**src/rtl/cube_rot_seq.sv**
```systemverilog
// Cube face-rotation sequencer: walks a window of orientation words through
// read, ALU execute and write-back, skipping words with an invalid orientation.
module cube_rot_seq #(
    parameter int         AW          = 8,
    parameter int         DW          = 8,
    parameter logic [4:0] OP_ROT_BASE = 5'd8
) (
    input  logic          clk,
    input  logic          rst_n,

    input  logic          cmd_valid,
    output logic          cmd_ready,
    input  logic [1:0]    cmd_axis,
    input  logic [1:0]    cmd_turns,
    input  logic [AW-1:0] cmd_base,
    input  logic [AW-1:0] cmd_count,

    output logic [AW-1:0] mem_addr,
    output logic          mem_re,
    input  logic [DW-1:0] mem_rdata,
    output logic          mem_we,
    output logic [DW-1:0] mem_wdata,

    output logic [4:0]    alu_op,
    output logic [DW-1:0] alu_in0,
    input  logic [DW-1:0] alu_out,

    output logic          busy,
    output logic          done,
    output logic          err,
    output logic [AW-1:0] err_cnt
);

    typedef enum logic [2:0] {
        S_IDLE,
        S_RD,
        S_EX,
        S_WR,
        S_DONE
    } state_t;

    localparam logic [AW-1:0] ONE = AW'(1);

    state_t        state_q;
    logic [AW-1:0] ptr_q;
    logic [AW-1:0] rem_q;
    logic [DW-1:0] opnd_q;
    logic [DW-1:0] wdata_q;
    logic          re_q;
    logic          we_q;
    logic          done_q;
    logic [4:0]    op_q;
    logic          err_q;
    logic [AW-1:0] err_cnt_q;

    logic [1:0]    turns_m1;
    logic [4:0]    op_d;
    logic          bad_word;
    logic [AW-1:0] err_cnt_d;

    // NOTE: always_comb assigns every output on every path so no latch is inferred.
    always_comb begin
        turns_m1  = cmd_turns - 2'd1;
        op_d      = OP_ROT_BASE + {3'b000, turns_m1} * 5'd3 + {3'b000, cmd_axis};
        bad_word  = (mem_rdata[2:1] == 2'b11);
        err_cnt_d = (&err_cnt_q) ? err_cnt_q : err_cnt_q + ONE;
    end

    // NOTE: all state updates use non-blocking assignments so every register
    // sees the pre-edge value of its neighbours.
    always_ff @(posedge clk or negedge rst_n) begin
        if (!rst_n) begin
            state_q   <= S_IDLE;
            ptr_q     <= '0;
            rem_q     <= '0;
            opnd_q    <= '0;
            wdata_q   <= '0;
            re_q      <= 1'b0;
            we_q      <= 1'b0;
            done_q    <= 1'b0;
            op_q      <= '0;
            err_q     <= 1'b0;
            err_cnt_q <= '0;
        end else begin
            case (state_q)
                S_IDLE: begin
                    if (cmd_valid) begin
                        err_q     <= 1'b0;
                        err_cnt_q <= '0;
                        ptr_q     <= cmd_base;
                        rem_q     <= cmd_count;
                        if (cmd_turns == 2'd0 || cmd_count == '0) begin
                            done_q  <= 1'b1;
                            state_q <= S_DONE;
                        end else if (cmd_axis == 2'd3) begin
                            err_q   <= 1'b1;
                            done_q  <= 1'b1;
                            state_q <= S_DONE;
                        end else begin
                            op_q    <= op_d;
                            re_q    <= 1'b1;
                            state_q <= S_RD;
                        end
                    end
                end

                S_RD: begin
                    re_q    <= 1'b0;
                    state_q <= S_EX;
                end

                S_EX: begin
                    opnd_q  <= mem_rdata;
                    wdata_q <= alu_out;
                    // Orientation codes 110/111 are not cube orientations: skip the write.
                    if (bad_word) begin
                        err_q     <= 1'b1;
                        err_cnt_q <= err_cnt_d;
                        we_q      <= 1'b0;
                    end else begin
                        we_q      <= 1'b1;
                    end
                    state_q <= S_WR;
                end

                S_WR: begin
                    we_q  <= 1'b0;
                    ptr_q <= ptr_q + ONE;
                    rem_q <= rem_q - ONE;
                    if (rem_q == ONE) begin
                        done_q  <= 1'b1;
                        state_q <= S_DONE;
                    end else begin
                        re_q    <= 1'b1;
                        state_q <= S_RD;
                    end
                end

                S_DONE: begin
                    done_q  <= 1'b0;
                    state_q <= S_IDLE;
                end

                default: begin
                    re_q    <= 1'b0;
                    we_q    <= 1'b0;
                    done_q  <= 1'b0;
                    state_q <= S_IDLE;
                end
            endcase
        end
    end

    // The ALU sees read data directly during EX so its result is ready for WR.
    assign alu_in0   = (state_q == S_EX) ? mem_rdata : opnd_q;
    assign alu_op    = op_q;

    assign mem_addr  = ptr_q;
    assign mem_re    = re_q;
    assign mem_we    = we_q;
    assign mem_wdata = wdata_q;

    assign cmd_ready = (state_q == S_IDLE);
    assign busy      = (state_q != S_IDLE);
    assign done      = done_q;
    assign err       = err_q;
    assign err_cnt   = err_cnt_q;

endmodule

```
**config.mk**
```make
export PLATFORM = sky130hd
export DESIGN_NAME = cube_rot_seq
export DESIGN_NICKNAME = d
export VERILOG_FILES = /design/src/rtl/cube_rot_seq.sv
export SDC_FILE = /design/constraint.sdc
export NUM_CORES = 1
export LEC_CHECK = 0
export BUFFER_PORTS_ARGS = -buffer_cell sky130_fd_sc_hd__buf_2
export CAP_MARGIN = 20
export CELL_PAD_IN_SITES_DETAIL_PLACEMENT = 0
export CELL_PAD_IN_SITES_GLOBAL_PLACEMENT = 1
export CORE_UTILIZATION = 30
export DETAILED_ROUTE_END_ITERATION = 8
export PLACE_DENSITY = 0.75
export SETUP_SLACK_MARGIN = 0.1
export SLEW_MARGIN = 20
export SYNTH_ARGS = -nofsm -noshare
export SYNTH_HDL_FRONTEND = slang
export SYNTH_SLANG_ARGS = --single-unit
```
**constraint.sdc**
```tcl
create_clock -name clk -period 1.9 [get_ports clk]
set_input_delay 0.38 -clock clk [delete_from_list [all_inputs] [get_ports clk]]
set_output_delay 0.38 -clock clk [all_outputs]
set_load 0.02 [all_outputs]
```
==> impl_metrics.toml <==
[status]
status = "finished with violations"
violations = "negative setup slack"

[synthesis]
async_flop_share = 1.00
ys_types = 54
syn-cell-area_sq_mm = 0.00269
syn_nets = 342
synth_top_cell_area_share = 0.484
ys_seq_area_frac = 0.484
ys_seq_elements = 52
yosysTopAreaCell = "dfrtp_1"
syn_inst = 295
ys.flop_type = "dfrtp_1"
synthTopCellsByArea = "dfrtp_1 (48%), nand2_1 (9.5%), a21oi_1 (3.4%), ha_1 (3.3%), nor2_1 (3.1%)"
ys_warn_count = 0
syn_avg_cell_area_sq_um = 9.11
synth_edf_count = 0

[critical_path]
worstPathRequired_ps = 1520
critical_path_class = "register to primary output"
timing.critical_path.to_type = "primary output"
crit_path_max_fanout = 6
setup.worst_path.start = "state_q[0]"
critPathArrivalTime_ps = 1560
cp-start-kind = "register"
r2r_start = "rem_q[5]"
r2r_slack_ps = 20

[global_routing]
grt_max_degree = 40
grt_pass1_wl_mm = 12.7
antenna_found_initial = 0
grt_pass1_vias = 2595
grt_usage = 0.166
overflow = 0

[placement]
dp.cells = 493
dpl_worst_slack_ps = -192
dp_hpwl_mm = 5.22
placed_cell_area_sq_mm = 0.00344
portBuffers = 81
gp_congestion = 0.863

[power_and_ir_drop]
p_per_area_mw_per_mm2 = 1560
leakage_uw = 0.00184
peakVddDrop_mv = 0.666

[sta]
finalHoldViolations = 0
fin_crit_sh = 1.02
relSlewSlack = 0.707
finalWorstSetupSlack_ps = -42.8
max_freq_mhz = 515
tightest_slew_ps = 440
post-route-min-period_ps = 1940
setup_violations = 7
rsz0062_at_grt = "yes"
slew_violations = 0
fin_skew_ps = 4.84

[final_layout]
drive_gt1_frac = 0.465
finalNetCount = 459
diodes = 0
nFillCells = 869
design_area_sq_mm = 0.00390
utilization = 0.449
syn_to_final_growth_pct = 45.0
fin_cells = 521

[route]
drtIter0Drc = 56
drt_pass1_iterations = 4
drc = 0
drt_wl_total_mm = 7.63
wl_per_cell_um = 14.6
postRouteAntennaNets = 0
vias = 2624
via_per_inst = 5.04

[clock_network]
cts.reportedPaths.clkPinSlew_ps = 90
cts_tree = "yes"
cts_root_buf = "clkbuf_8"
clkLatencyLatePin_ps = 300
cts-buffers-inserted = 5
cts_max_level = 2
clock-sinks = 52
clk_path_buf_depth = 2

[floorplanning]
die_area_sq_mm = 0.00935
die_x_um = 96.7
start_util = 0.310
chipHeight_um = 96.7
ios = 82
core_area_sq_mm = 0.00868
rows = 34

[worst_hold_path]
hold_class = "input pin to register"
hold_start = "alu_out[7]"

[flow_run]
drv_cap = 0
==> critical path, cell delays in order (launching register included) <==
cell and delay [ps]:
dfrtp_2 480, or3b_4 490, nand2_2 100, nand2_2 60, buf_6 130
==> state kept, by name (all words and copies together), names as in the netlist <==
name,flops
mem_addr,8
rem_q,8
mem_re,1
mem_wdata,8
state_q,3
alu_op,5
opnd_q,8
mem_we,1
err_cnt,8
done,1
err,1
==> report_power, final <==
part | switching (uW) | internal, uW | total, uW
sequential | 379 | 1570 | 1950
combinational | 1930 | 1550 | 3470
clock | 366 | 292 | 658
total | 2670 | 3410 | 6080
==> routing by layer <==
layer  vias to the layer above  part of all wire  global-route usage  wire length [um]
met5                         -                 0                   0                 0
met4                         0            0.0054              0.0367                41
met3                         4             0.036              0.0340               276
met2                        50              0.48               0.272              3690
met1                      1287              0.48               0.224              3620
li1                       1283                 -                   -                 -
==> path summary, 6_finish.rpt <==
kind,depth (start not counted),end
worst max-delay path,4,alu_in0[3]
worst min-delay path,3,mem_wdata[7]
worst max register to register,4,mem_re
worst min register to register,2,mem_wdata[6]
max in group asynchronous,3,err_cnt[0]
min in group asynchronous,2,rem_q[6]
==> cells in the final DEF, fill, tap and decap left out, types with 12 or more instances in the layout <==
| cell | count |
|---|---|
| a21oi_1 | 15 |
| buf_2 | 71 |
| buf_4 | 37 |
| buf_6 | 14 |
| dfrtp_1 | 47 |
| nand2_1 | 51 |
| nand2_2 | 16 |
| nand3_1 | 12 |
| nor2_1 | 22 |
| o21ai_0 | 12 |
==> what timing repair did <==
item	4_1_cts	5_1_grt
hold endpoints to repair	13	0
gates resized for setup	38	21
pin swaps	12	15
cloned	1	0
setup buffers	11	8
endpoints found under the setup margin	13	25
hold buffers	1	0
==> through the flow <==
step                      setup TNS (ps)  hold slack, ps  power (uW)
after floorplan                        0            84.4        3810
after global placement              -360             315        4740
after detailed placement            -583             318        4790
after CTS                           -369             246        5950
after global routing                -868             254        6560
final                               -229             259        6080
==> kinds of logic after synthesis <==
| logic type | after synthesis | synth area share |
|---|---|---|
| simple gates | 131 | 0.234 |
| compound gates | 70 | 0.175 |
| flops | 52 | 0.484 |
| buf+inv | 27 | 0.0414 |
| fa+ha+maj | 8 | 0.0400 |
| mux | 4 | 0.0163 |
| xor+xnor | 3 | 0.00977 |
==> Yosys cell counts (6+ instances only) <==
| master | number |
|---|---|
| a21oi_1 | 18 |
| clkbuf_1 | 9 |
| dfrtp_1 | 52 |
| ha_1 | 7 |
| inv_1 | 11 |
| nand2_1 | 68 |
| nand3_1 | 12 |
| nor2_1 | 22 |
| o21ai_0 | 14 |
| o31ai_1 | 6 |
==> cell type report <==
| type | count | area (sq um) | area share |
|---|---|---|---|
| tap | 108 | 135 | 0.0347 |
| timing repair buffer | 125 | 828 | 0.212 |
| clock inverter | 2 | 10.0 | 0.00257 |
| inverter | 11 | 53.8 | 0.0138 |
| sequential | 52 | 1310 | 0.335 |
| multi-input combinational | 217 | 1480 | 0.380 |
| clock buffer | 6 | 82.6 | 0.0212 |
No activity file was read; power rests on OpenSTA's default activity.
